File: src/rtl/scramble_copy_engine.sv
// ROM-to-RAM copy engine that bit-interleaves (or de-interleaves) every word on the way through.
// Define SCRAMBLE_VERIFY_EN to add a read-back verify pass after the copy.
module scramble_copy_engine #(
    parameter int unsigned DATA_W = 8,
    parameter int unsigned ADDR_W = 5,
    parameter int unsigned DEPTH  = 32
) (
    input  logic              clk,
    input  logic              rst_n,
    input  logic              start,
    input  logic              mode,
    input  logic              zero_skip,
    output logic              busy,
    output logic              done,
    output logic [ADDR_W:0]   words_written,
    output logic              verify_err,
    output logic [ADDR_W-1:0] err_addr,
    output logic [ADDR_W-1:0] rom_addr,
    output logic              rom_cs_n,
    output logic              rom_oe,
    input  logic [DATA_W-1:0] rom_data,
    output logic [ADDR_W-1:0] ram_addr,
    output logic              ram_cs_n,
    output logic              ram_oe,
    output logic              ram_ws_n,
    output logic [DATA_W-1:0] ram_wdata,
    input  logic [DATA_W-1:0] ram_rdata
);

    localparam int unsigned       Half    = DATA_W / 2;
    localparam logic [ADDR_W-1:0] LastIdx = ADDR_W'(DEPTH - 1);

    typedef enum logic [3:0] {
        StIdle,
        StRomAddr,
        StRomCap,
        StWrSetup,
        StWrPulse,
        StWrHold,
`ifdef SCRAMBLE_VERIFY_EN
        StVAddr,
        StVCmp,
`endif
        StDone
    } state_e;

    // desc=0: low half goes to odd bits from the top down, high half to even bits from the bottom up.
    function automatic logic [DATA_W-1:0] transform(input logic [DATA_W-1:0] din,
                                                    input logic              desc);
        logic [DATA_W-1:0] dout;
        dout = '0;
        for (int k = 0; k < Half; k++) begin
            if (!desc) begin
                dout[DATA_W-1-2*k] = din[k];
                dout[2*k]          = din[Half+k];
            end else begin
                dout[k]      = din[DATA_W-1-2*k];
                dout[Half+k] = din[2*k];
            end
        end
        return dout;
    endfunction

    state_e              state_q, state_d;
    logic [ADDR_W-1:0]   index_q, index_d;
    logic [DATA_W-1:0]   word_q, word_d;
    logic [ADDR_W:0]     count_q, count_d;
    logic                mode_q, mode_d;
    logic                skip_q, skip_d;
    logic                last_word;
    logic                skip_word;
    state_e              after_copy;

    assign last_word = (index_q == LastIdx);
    assign skip_word = skip_q && (rom_data == '0);

`ifdef SCRAMBLE_VERIFY_EN
    logic              verr_q, verr_d;
    logic [ADDR_W-1:0] eaddr_q, eaddr_d;
    assign after_copy = last_word ? StVAddr : StRomAddr;
`else
    logic unused_rdata;
    assign unused_rdata = ^ram_rdata;
    assign after_copy   = last_word ? StDone : StRomAddr;
`endif

    // State register
    always_ff @(posedge clk or negedge rst_n) begin
        if (!rst_n) begin
            state_q <= StIdle;
        end else begin
            state_q <= state_d;
        end
    end

    // Next-state logic
    always_comb begin
        state_d = state_q;
        unique case (state_q)
            StIdle:    if (start) state_d = StRomAddr;
            StRomAddr: state_d = StRomCap;
            StRomCap:  state_d = skip_word ? after_copy : StWrSetup;
            StWrSetup: state_d = StWrPulse;
            StWrPulse: state_d = StWrHold;
            StWrHold:  state_d = after_copy;
`ifdef SCRAMBLE_VERIFY_EN
            StVAddr:   state_d = StVCmp;
            StVCmp:    state_d = last_word ? StDone : StVAddr;
`endif
            StDone:    state_d = StIdle;
            default:   state_d = StIdle;
        endcase
    end

    // Datapath next-state
    always_comb begin
        index_d = index_q;
        word_d  = word_q;
        count_d = count_q;
        mode_d  = mode_q;
        skip_d  = skip_q;
`ifdef SCRAMBLE_VERIFY_EN
        verr_d  = verr_q;
        eaddr_d = eaddr_q;
`endif
        if (state_q == StIdle && start) begin
            index_d = '0;
            count_d = '0;
            mode_d  = mode;
            skip_d  = zero_skip;
`ifdef SCRAMBLE_VERIFY_EN
            verr_d  = 1'b0;
            eaddr_d = '0;
`endif
        end
        if (state_q == StRomCap) begin
            word_d = rom_data;
        end
        if (state_q == StWrPulse) begin
            count_d = count_q + (ADDR_W + 1)'(1);
        end
        // Wrap to 0 after the last word so a verify pass starts at address 0.
        if ((state_q == StRomCap && skip_word) || state_q == StWrHold) begin
            index_d = last_word ? '0 : index_q + ADDR_W'(1);
        end
`ifdef SCRAMBLE_VERIFY_EN
        if (state_q == StVCmp) begin
            index_d = last_word ? '0 : index_q + ADDR_W'(1);
            if (!skip_word && transform(rom_data, mode_q) != ram_rdata) begin
                verr_d = 1'b1;
                if (!verr_q) eaddr_d = index_q;
            end
        end
`endif
    end

    always_ff @(posedge clk or negedge rst_n) begin
        if (!rst_n) begin
            index_q <= '0;
            word_q  <= '0;
            count_q <= '0;
            mode_q  <= 1'b0;
            skip_q  <= 1'b0;
`ifdef SCRAMBLE_VERIFY_EN
            verr_q  <= 1'b0;
            eaddr_q <= '0;
`endif
        end else begin
            index_q <= index_d;
            word_q  <= word_d;
            count_q <= count_d;
            mode_q  <= mode_d;
            skip_q  <= skip_d;
`ifdef SCRAMBLE_VERIFY_EN
            verr_q  <= verr_d;
            eaddr_q <= eaddr_d;
`endif
        end
    end

    // Outputs are decoded from state so an asynchronous reset drops the strobes immediately.
    always_comb begin
        busy      = 1'b0;
        done      = 1'b0;
        rom_addr  = '0;
        rom_cs_n  = 1'b1;
        rom_oe    = 1'b0;
        ram_addr  = '0;
        ram_cs_n  = 1'b1;
        ram_oe    = 1'b1;
        ram_ws_n  = 1'b1;
        ram_wdata = '0;
        unique case (state_q)
            StIdle: ;
            StRomAddr, StRomCap: begin
                busy     = 1'b1;
                rom_addr = index_q;
                rom_cs_n = 1'b0;
                rom_oe   = 1'b1;
            end
            StWrSetup, StWrPulse, StWrHold: begin
                busy      = 1'b1;
                ram_addr  = index_q;
                ram_cs_n  = 1'b0;
                ram_oe    = 1'b0;
                ram_wdata = transform(word_q, mode_q);
                ram_ws_n  = (state_q != StWrPulse);
            end
`ifdef SCRAMBLE_VERIFY_EN
            StVAddr, StVCmp: begin
                busy     = 1'b1;
                rom_addr = index_q;
                rom_cs_n = 1'b0;
                rom_oe   = 1'b1;
                ram_addr = index_q;
                ram_cs_n = 1'b0;
            end
`endif
            StDone:  done = 1'b1;
            default: ;
        endcase
    end

    assign words_written = count_q;
`ifdef SCRAMBLE_VERIFY_EN
    assign verify_err = verr_q;
    assign err_addr   = eaddr_q;
`else
    assign verify_err = 1'b0;
    assign err_addr   = '0;
`endif

endmodule
File: config.mk
export PLATFORM = sky130hd
export DESIGN_NAME = scramble_copy_engine
export DESIGN_NICKNAME = d
export VERILOG_FILES = /design/src/rtl/scramble_copy_engine.sv
export SDC_FILE = /design/constraint.sdc
export NUM_CORES = 1
export LEC_CHECK = 0
export ABC_AREA = 1
export CAP_MARGIN = 0
export CELL_PAD_IN_SITES_DETAIL_PLACEMENT = 1
export CELL_PAD_IN_SITES_GLOBAL_PLACEMENT = 2
export CORE_ASPECT_RATIO = 1.5
export CORE_MARGIN = 3
export CORE_UTILIZATION = 23
export CTS_CLUSTER_SIZE = 40
export DETAILED_ROUTE_END_ITERATION = 8
export GPL_ROUTABILITY_DRIVEN = 0
export PLACE_DENSITY = 0.8
export SLEW_MARGIN = 20
export SYNTH_ARGS = -nofsm -noshare
export SYNTH_HDL_FRONTEND = slang
export SYNTH_SLANG_ARGS = --single-unit
File: constraint.sdc
create_clock -name clk -period 1.6 [get_ports clk]
set_input_delay 0.32 -clock clk [delete_from_list [all_inputs] [get_ports clk]]
set_output_delay 0.32 -clock clk [all_outputs]
set_load 0.005 [all_outputs]
---- Yosys cells after proc, flatten, opt, wreduce, memory -nomap -nowiden ----
Cells that the tools add are included.
storage, ports and cells
  output and inout port bits .............. 37
  bits of input ports ..................... 21
  flip-flop bits (word level) ............. 25
  word-level logic and storage cells ...... 54
cells by class
  muxes and demuxes ....................... 26
  $add $sub $neg .......................... 2
  reductions and logical operators ........ 11
  equality and inequality tests ........... 9
operators with widths
  kind                 count
  $mux 5               5
  $pmux 4 s6           1
  $mux 1               13
  $eq 4x3->1 const B   3
  $mux 6               2
  $eq 4x2->1 const B   2
  $logic_not 8->1      1
  $mux 8               1
  $add 6x1->6 const B  1
  $mux 3               2
  $add 5x1->5 const B  1
  $eq 5x5->1 const B   1
  $reduce_or 5->1      1
  $eq 4x1->1 const B   1
  $logic_not 4->1      1
  $mux 4               1
  $ne 4x3->1 const B   1
  $reduce_bool 2->1    2
  $logic_and 1x1->1    3
  $reduce_or 3->1      1
  $mux 2               1
  $ne 2x2->1 const B   1
  $reduce_or 2->1      1
  $logic_or 1x1->1     1

---- Depth between registers and ports, before layout ----
Gate-level depths: netlist of run 1.
  depth after elaboration ................. 5
  mapped depth ............................ 8
  gate-level depth less buffers ........... 8

---- Least setup slack after synthesis of run 1 ----
Ideal clock, no wire load.
  path kind ............................... register to output
  from .................................... register state_q[0]
  to ...................................... output port rom_addr[0]
  path buffers ............................ 1
  required time ........................... 1.280 ns
  data arrival time ....................... 1.082 ns
  stages on the path, launching flop included .. 7
  slack ................................... 0.198 ns
  cells stage by stage .................... dfrtp_1 -> nor3_2 -> buf_6 -> inv_2 -> nand2_2 -> inv_2 -> nor2_1
on the way
  cells in the longest elaborated chain, start to end .. 3
  elaborated cells between the ends (all ways) .. 4
  those cells by class .................... 2 x eq/ne; 1 x mux; 1 x reduce/logical
ends and longest elaborated chain
  item                                      RTL line  source
  start, declared                           64        state_e state_q, state_d;
  start signal, assigned                    90        state_q <= StIdle;
  start signal, assigned                    92        state_q <= state_d;
  $eq 4x2->1 or $eq 4x1->1 (tied branches)  193       unique case (state_q)
  $reduce_or 2->1 (*)                       193
  $mux 5 (*)                                193
  end, declared                             18        output logic [ADDR_W-1:0] rom_addr,
Every way passes the cells marked *; elsewhere a longest branch is shown, timed or not.

---- Worst setup path after layout of run 1 ----
  from .................................... register state_q[2]
  to ...................................... output port rom_addr[1]
The elaborated chain is that of the path after synthesis.

==> metrics.cfg, run 1 <==
[outcome]
status = finished, violations left
violations = negative setup slack

[pwr]
p_per_area_nw_per_um2 = 1600
peakVddDrop_uv = 682
power.total_uw = 4140
leakagePower_uw = 0.00131

[logic_synthesis]
yosysSeqAreaShare = 0.388
synth_warnings = 0
synthFlopType = dfrtp_1
synth_edf_count = 0
ys_types = 27
synth_commonest_cells = nand2_1, inv_1, dfrtp_1
synthCells = 215
ys_top_cells_by_area = dfrtp_1, nand2_1, inv_1, o21ai_0, nor2_1
ys_seq_elements = 24
synth_top_area_frac = 0.388
yosysTopAreaCell = dfrtp_1
yosysMostFrequentCell = nand2_1
syn_area_sq_um = 1550
async_reset_ff_frac = 1.00
avgSynthCellArea_sq_um = 7.19

[routing]
wl_microns = 5140
wl_per_cell_microns = 13.6
drt_first_iter_violations = 29
dr.pass1.iters = 4
postRouteAntennaNets = 0
vias_per_cell = 4.43
vias = 1674
drc = 0

[timing]
rsz0062_at_grt = true
fin_hold_ws_ns = 0.407
tns_ns = -4.01
fmax_mhz = 533
setup_viol = 29
hold_violations = 0
finClkSkew_ns = 0.00741
fin_ws_ns = -0.277
maxSlewViolCount = 0
fin_crit_sh = 1.17
period_minus_slack_ns = 1.88

[setup_path]
critPathKind = flip-flop to primary output
start_kind = flip-flop
path_max_fanout = 6
cp.required_ns = 1.28
endpoint_kind = primary output
crit_arrival_ns = 1.56

[die]
die_w_microns = 73.0
pin_count = 58
die_h_microns = 106
fp.coreArea_sq_um = 6530
initial_core_util = 0.237
num_rows = 36
dieArea_sq_um = 7760

[clocking]
clock_path_buffers = 2
clk_latency_ns = 0.27
cts_inserted_buffers = 3
htreeDepth = 1
clk_pin_slew_worst_paths_ns = 0.10
cts_root_buf = clkbuf_8
cts_tree = yes
cts.sinks = 24

[job]
cap_violations = 0

[final_layout]
syn_to_final_growth_pct = 67.3
diodes = 0
fill_cells = 804
stdcell_area_sq_um = 2590
nets = 330
drive_above_1_share = 0.414

[place]
io_buffers = 43
post_dp_cell_area_sq_um = 2210
dp_hpwl_microns = 3570
pre_cts_slack_ns = -0.322

[grt]
grt_overflow_total = 0
antenna_found_initial = 0
track_usage = 0.135
grt_pass1_vias = 1748
grt_max_degree = 25
grt_first_pass_wirelength_microns = 8380

[hold_path]
min_path_type = primary input to asynchronous set/reset pin

## power by group
| group | switching (uW) | leakage [uW] | total [uW] | internal (uW) |
|---|---|---|---|---|
| combinational | 1240 | 0.000967 | 2550 | 1320 |
| clock | 218 | 0.0000357 | 552 | 335 |
| sequential | 219 | 0.000306 | 1040 | 816 |
## metal layers
| metal | routed length, microns | GRT usage |
|---|---|---|
| met1 | 2000 | 0.159 |
| met2 | 2930 | 0.254 |
| met3 | 151 | 0.00662 |
| met4 | 51 | 0.0396 |
| met5 | 0 | 0 |
## stage by stage
| stage | std cells | util |
|---|---|---|
| global placement | 354 | 0.338 |
| finish | 378 | 0.396 |
| CTS | 369 | 0.369 |
| detailed placement | 354 | 0.338 |
| global route | 378 | 0.396 |
| floorplan | 220 | - |
## sequential cells by signal, indices dropped and copies added, names as in the netlist
| signal | count |
|---|---|
| word_q | 8 |
| mode_q | 1 |
| words_written | 6 |
| index_q | 5 |
| state_q | 3 |
| skip_q | 1 |
## repair_timing
item,CTS,global route
resized for setup,147,31
hold buffers,0,0
endpoints found under the setup margin,25,35
hold endpoints to repair,0,0
buffers inserted,13,13
pin swaps,9,11
## cells by family after synthesis
kind of cell | synth area share
AO/OA/AOI/OAI | 0.0963
flip-flops | 0.388
buffers and inverters | 0.135
adder cells (fa/ha/maj) | 0.0485
XOR/XNOR | 0.0170
other | 0.00242
AND/OR/NAND/NOR | 0.312
## placed cells by master (no fill, tap or decap), types with 2 or more instances in the layout
cell             count
nor2_2               3
nor2_1              13
dfrtp_2              5
o21ai_1              3
dfrtp_1             19
inv_2                8
xor2_1               2
buf_2               19
buf_4               29
o21ai_0             19
nand3_1              5
clkbuf_8             3
nand2_1             49
nand2_2              8
buf_6               22
nand3_4              2
a21oi_1              5
nand3_2              5
ha_1                 4
nand2_4              2
inv_1               25
nand4_1              7
nor2_4              10
conb_1               6
clkdlybuf4s50_1     18
nor3_4               2
## final cells by class
cell class,instances,area [sq um],area share
Clock inverter,1,30.0,0.0116
Clock buffer,3,41.3,0.0160
Multi-Input combinational cell,150,915,0.353
Sequential cell,24,607,0.235
Inverter,35,139,0.0537
Timing Repair Buffer,89,761,0.294
Tap cell,76,95.1,0.0368
## final timing paths
| kind | end | start | slack, ns | depth (start not counted) |
|---|---|---|---|---|
| worst max-delay path | rom_addr[1] | state_q[2] | -0.28 | 7 |
| worst min-delay path | words_written[3] | rst_n | 0.41 | 2 |
| worst max register to register | index_q[0] | state_q[2] | -0.04 | 9 |
| worst min register to register | words_written[5] | words_written[5] | 0.48 | 1 |
| max in group asynchronous | state_q[0] | rst_n | 0.91 | 2 |
| min in group clk | words_written[5] | words_written[5] | 0.48 | 1 |
## worst max-delay path, cell delays in order, from the launching register on
cell     delay (ns)
dfrtp_2        0.48
buf_6          0.14
nor3_4         0.22
inv_2          0.08
nand2_4        0.08
inv_6          0.05
nor2_1         0.09
buf_2          0.13
(Power assumes the default switching activity.)
==> run 2: changes to the inputs <==
GPL_TIMING_DRIVEN = 1   (was unset)
RECOVER_POWER = 25   (was unset)
==> metrics.cfg, run 2 (same netlist as run 1, synthesis figures left out) <==
[timing]
rsz0062_at_grt = true  ; unchanged
fin_crit_sh = 1.17  ; about the same
relSlewSlack = 0.577
fmax_mhz = 533  ; about the same
setup_viol = 29  ; unchanged
hold_violations = 0  ; unchanged
tns_ns = -4.03  ; was -4.01 ns
maxSlewViolCount = 0  ; unchanged
finClkSkew_ns = 0.00755  ; was 0.00741 ns
tightest_slew_ns = 0.635
period_minus_slack_ns = 1.88  ; about the same
fin_ws_ns = -0.278  ; was -0.277 ns

[place]
dp_hpwl_microns = 3570  ; unchanged
io_buffers = 43  ; unchanged
post_dp_cell_area_sq_um = 2210  ; unchanged

[hold_path]
hold_path_depth = 1
min_path_type = flip-flop to flip-flop  ; was primary input to asynchronous set/reset pin

[routing]
vias_per_cell = 4.43  ; about the same
postRouteAntennaNets = 0  ; unchanged
vias = 1673  ; was 1674
wl_per_cell_microns = 13.6  ; about the same
drc = 0  ; unchanged
drt_first_iter_violations = 29  ; unchanged
dr.pass1.iters = 4  ; unchanged
wl_microns = 5150  ; was 5140 microns

[final_layout]
nets = 330  ; unchanged
drive_above_1_share = 0.414  ; unchanged
diodes = 0  ; unchanged
syn_to_final_growth_pct = 67.2  ; was 67.3%
mostFrequentLayoutCells = nand2_1, buf_4, inv_1, buf_6  ; unchanged
stdcell_area_sq_um = 2580  ; was 2590 sq um
regMostFlops = word_q  ; unchanged
fill_cells = 803  ; was 804
largest_reg_flops = 8  ; unchanged
layout_commonest_cell = nand2_1  ; unchanged

[die]
die_w_microns = 73.0  ; unchanged
fp.coreArea_sq_um = 6530  ; unchanged
die_h_microns = 106  ; unchanged
initial_core_util = 0.237  ; unchanged
dieArea_sq_um = 7760  ; unchanged
num_rows = 36  ; unchanged
pin_count = 58  ; unchanged

[grt]
antenna_found_initial = 0  ; unchanged
grt_max_degree = 25  ; unchanged
grt_overflow_total = 0  ; unchanged
grt_first_pass_wirelength_microns = 8380  ; unchanged
track_usage = 0.135  ; unchanged
grt_pass1_vias = 1748  ; unchanged

[setup_path]
critPathKind = flip-flop to primary output  ; unchanged
path_max_fanout = 6  ; unchanged
cp-startpoint = state_q[2]  ; unchanged
r2r-start = state_q[2]  ; unchanged
crit_arrival_ns = 1.56  ; about the same
cp.required_ns = 1.28  ; about the same
rrSetupSlack_ns = -0.05  ; was -0.04 ns
setup.worst_path.end = rom_addr[1]  ; unchanged
cp_cell_sequence = buf_6, nor3_4, inv_2, nand2_4, inv_6, nor2_1, buf_2  ; unchanged
cpPeakStageDelay_ns = 0.48  ; about the same
crit_cells = 7  ; unchanged
slowest_stage = dfrtp_2  ; unchanged
rr_worst_depth = 9  ; unchanged
critical_path.top_delay_family = flip-flops  ; unchanged
start_kind = flip-flop  ; unchanged
path_buf_inv = 4  ; unchanged
endpoint_kind = primary output  ; unchanged
r2r_end = index_q[0]  ; unchanged

[clocking]
cts.sinks = 24  ; unchanged
cts_root_buf = clkbuf_8  ; unchanged
clk_pin_slew_worst_paths_ns = 0.10  ; about the same
clock_path_buffers = 2  ; unchanged
cts_tree = yes  ; unchanged
clk_latency_ns = 0.27  ; about the same
cts_inserted_buffers = 3  ; unchanged
htreeDepth = 1  ; unchanged

[pwr]
peakVddDrop_uv = 682  ; about the same
p_per_area_nw_per_um2 = 1600  ; about the same
leakagePower_uw = 0.00131  ; about the same

[job]
cap_violations = 0  ; unchanged

[outcome]
violations = negative setup slack  ; unchanged
status = finished, violations left  ; unchanged

[run 2: cell count changes in the layout (fill, tap and decap cells not counted), sizes merged]
cell           delta
clkdlybuf4s50     -1
clkbuf            +1
buf               -1
dlygate4sd3       +1
[run 2: cell type report]
type	count	area, sq um	area share
clock buffers	3	41.3	0.0160
clock inverters	1	30.0	0.0116
inverters	35	139	0.0537
multi-input cells	150	915	0.354
flip-flops and latches	24	607	0.235
well taps	76	95.1	0.0368
repair buffers	89	758	0.293
[run 2: worst register-to-register path, stage by stage (launching register included)]
cell	delay (ns)
dfrtp_2	0.48
buf_6	0.14
nor3_4	0.22
buf_4	0.15
buf_6	0.09
buf_12	0.10
nand3_4	0.11
nand2_4	0.15
nand3_2	0.07
nand2_1	0.07
[run 2: where the power goes]
group / internal [uW] / switching, uW / leakage, uW
combinational: 1320 / 1240 / 0.000966
sequential: 816 / 219 / 0.000306
clock: 335 / 218 / 0.0000357
[run 2: how the worst min path moves through the flow]
stage,endpoint,start,slack (ns)
final,words_written[5],words_written[5],0.48
after global routing,words_written[5],words_written[5],0.52
after CTS,words_written[3],rst_n,0.43
after detailed placement,skip_q,skip_q,0.47
after global placement,skip_q,skip_q,0.47
after floorplan,index_q[0],rst_n,0.02
[run 2: through the flow]
step           cells  total power (uW)  utilization  setup slack (ns)  hold WS, ns
2_1_floorplan    220              1880            -             0.198       0.0244
3_3_place_gp     354              2820        0.338            -0.247        0.466
3_5_place_dp     354              2870        0.338            -0.322        0.470
4_1_cts          369              3860        0.369            -0.204        0.426
5_1_grt          378              4490        0.396            -0.364        0.516
6_report         378              4140        0.396            -0.278        0.483
[run 2: per-layer routing]
| metal | GRT usage | vias to the layer above | share of wire |
|---|---|---|---|
| met1 | 0.159 | 807 | 0.39 |
| met3 | 0.00662 | 4 | 0.028 |
| li1 | - | 836 | - |
| met5 | 0 | - | 0 |
| met2 | 0.254 | 26 | 0.57 |
| met4 | 0.0396 | 0 | 0.0099 |
[run 2: what timing repair did]
action,in CTS,in global routing
resized for setup,147,31
pin swaps,9,11
setup endpoints to repair,25,35
cloned,0,0
setup buffers,13,13
hold buffers,0,0
==> run 3: changes to the inputs <==
CORE_MARGIN = 5   (was 3)
CORE_UTILIZATION = 33   (was 23)
DONT_BUFFER_PORTS = 1   (was unset)
PLACE_DENSITY = 0.79   (was 0.8)
==> metrics.cfg, run 3 (same netlist as run 1, synthesis figures left out) <==
[timing]
tightest_slew_ns = 0.624  ; was 0.635 ns
fin_crit_sh = 1.09  ; was 1.17
maxSlewViolCount = 0  ; unchanged
fmax_mhz = 572  ; was 533 MHz
hold_violations = 0  ; unchanged
tns_ns = -2.02  ; was -4.03 ns
relSlewSlack = 0.584  ; was 0.577
period_minus_slack_ns = 1.75  ; was 1.88 ns
rsz0062_at_grt = true  ; unchanged
setup_viol = 24  ; was 29
fin_ws_ns = -0.147  ; was -0.278 ns
finClkSkew_ns = 0.00594  ; was 0.00755 ns

[final_layout]
layout_commonest_cell = nand2_1  ; unchanged
syn_to_final_growth_pct = 24.3  ; was 67.2%
drive_above_1_share = 0.245  ; was 0.414
mostFrequentLayoutCells = nand2_1, inv_1, dfrtp_1, o21ai_0, buf_4  ; was nand2_1, buf_4, inv_1, buf_6
fin_util = 0.423  ; was 0.396
regMostFlops = word_q  ; unchanged
instances_no_fill = 297  ; was 378
largest_reg_flops = 8  ; unchanged
diodes = 0  ; unchanged
nets = 261  ; was 330

[setup_path]
cp.required_ns = 1.28  ; about the same
endpoint_kind = primary output  ; unchanged
crit_arrival_ns = 1.43  ; was 1.56 ns
critPathKind = flip-flop to primary output  ; unchanged
cpPeakStageDelay_ns = 0.42  ; was 0.48 ns
start_kind = flip-flop  ; unchanged
slowest_stage = dfrtp_1  ; was dfrtp_2
cp_cell_sequence = inv_4, buf_12, nor3_4, inv_2, nand2_4, inv_6, nor2_2  ; was buf_6, nor3_4, inv_2, nand2_4, inv_6, nor2_1, buf_2
path_max_fanout = 6  ; unchanged

[die]
pin_count = 58  ; unchanged
fp.coreArea_sq_um = 4540  ; was 6530 sq um
die_w_microns = 65.9  ; was 73.0 microns
dieArea_sq_um = 6180  ; was 7760 sq um
die_h_microns = 93.8  ; was 106 microns
initial_core_util = 0.340  ; was 0.237
num_rows = 30  ; was 36

[routing]
dr.pass1.iters = 4  ; unchanged
vias = 1424  ; was 1673
drc = 0  ; unchanged
wl_per_cell_microns = 15.2  ; was 13.6 microns
wl_microns = 4500  ; was 5150 microns
vias_per_cell = 4.79  ; was 4.43
postRouteAntennaNets = 0  ; unchanged
drt_first_iter_violations = 19  ; was 29

[clocking]
cts_root_buf = clkbuf_8  ; unchanged
clk_latency_ns = 0.28  ; was 0.27 ns
cts_inserted_buffers = 3  ; unchanged
htreeDepth = 1  ; unchanged
clock_path_buffers = 2  ; unchanged
cts_tree = yes  ; unchanged
cts.sinks = 24  ; unchanged
clk_pin_slew_worst_paths_ns = 0.09  ; was 0.10 ns

[place]
placed_cells = 280  ; was 354
io_buffers = 0  ; was 43
dp_hpwl_microns = 3100  ; was 3570 microns

[pwr]
p_sw_frac = 0.442  ; was 0.404
p_int_uw = 1830  ; was 2470 uW
p_clk_frac = 0.169  ; was 0.133
combPwrFrac = 0.511  ; was 0.617
seqPwrFrac = 0.321  ; was 0.250
switchingPower_uw = 1450  ; was 1680 uW
leakagePower_uw = 0.000962  ; was 0.00131 uW
p_per_area_nw_per_um2 = 1710  ; was 1600 nW/um^2
peakVddDrop_uv = 623  ; was 682 uV

[grt]
antenna_found_initial = 0  ; unchanged
track_usage = 0.155  ; was 0.135
grt_overflow_total = 0  ; unchanged
grt_pass1_vias = 1498  ; was 1748
grt_first_pass_wirelength_microns = 7250  ; was 8380 microns
grt_max_degree = 25  ; unchanged

[hold_path]
min_path_type = primary input to flip-flop  ; was flip-flop to flip-flop

[job]
cap_violations = 0  ; unchanged

[outcome]
status = finished, violations left  ; unchanged
violations = negative setup slack  ; unchanged

==> run 3: layout make-up <==
| type | count | area (sq um) |
|---|---|---|
| multi-input cells | 150 | 843 |
| fillers | 570 | 2620 |
| well taps | 64 | 80.1 |
| clock inverters | 1 | 30.0 |
| clock buffers | 3 | 41.3 |
| flip-flops and latches | 24 | 603 |
| inverters | 35 | 141 |
| repair buffers | 20 | 183 |
==> run 3: layer usage <==
metal,track usage,vias up,routed length (microns)
li1,-,695,-
met1,0.174,672,1750
met2,0.277,46,2340
met3,0.0251,11,227
met4,0.0744,0,187
met5,0,-,0
==> run 3: worst max-delay path, delay by kind of cell, from the launching register on <==
family | cells | cell delay (ns)
flops | 1 | 0.42
buf+inv | 4 | 0.34
simple gates | 3 | 0.36
==> run 3: power groups by stage <==
stage               Sequential (uW)  Clock, uW  Combinational [uW]
global route                   1100        602                1890
detailed placement             1040          0                1230
global placement               1040          0                1210
CTS                            1040        563                1550
finish                         1050        554                1680
floorplan                       952          0                 925
==> run 3: through the flow <==
stage / cell area, sq um / hold WS [ns] / power [uW] / setup WS (ns)
after floorplan: 1570 / 0.0244 / 1880 / 0.198
after global placement: 1630 / 0.0253 / 2250 / 0.106
after detailed placement: 1630 / 0.0254 / 2270 / 0.0752
after CTS: 1890 / 0.156 / 3150 / -0.0643
after global routing: 1920 / 0.139 / 3590 / -0.234
final: 1920 / 0.151 / 3280 / -0.147
==> run 3: worst paths after layout <==
kind                       startpoint  slack, ns           to  cells past startpoint
hold / removal                   mode       0.15       mode_q                      2
setup / recovery           state_q[1]      -0.15  rom_addr[1]                      7
hold reg to reg                skip_q       0.49       skip_q                      2
setup reg to reg           index_q[1]      -0.01   state_q[0]                      7
min in group asynchronous       rst_n       0.60   state_q[1]                      2
max in group asynchronous       rst_n       0.57   state_q[2]                      2
==> run 3: what timing repair did <==
action                                  CTS  global route
pin swaps                                 3             1
gates resized for setup                  22            10
hold buffers                              2             0
endpoints found under the setup margin   23            32
buffers inserted                          9             2
endpoints found under the hold margin    24             0
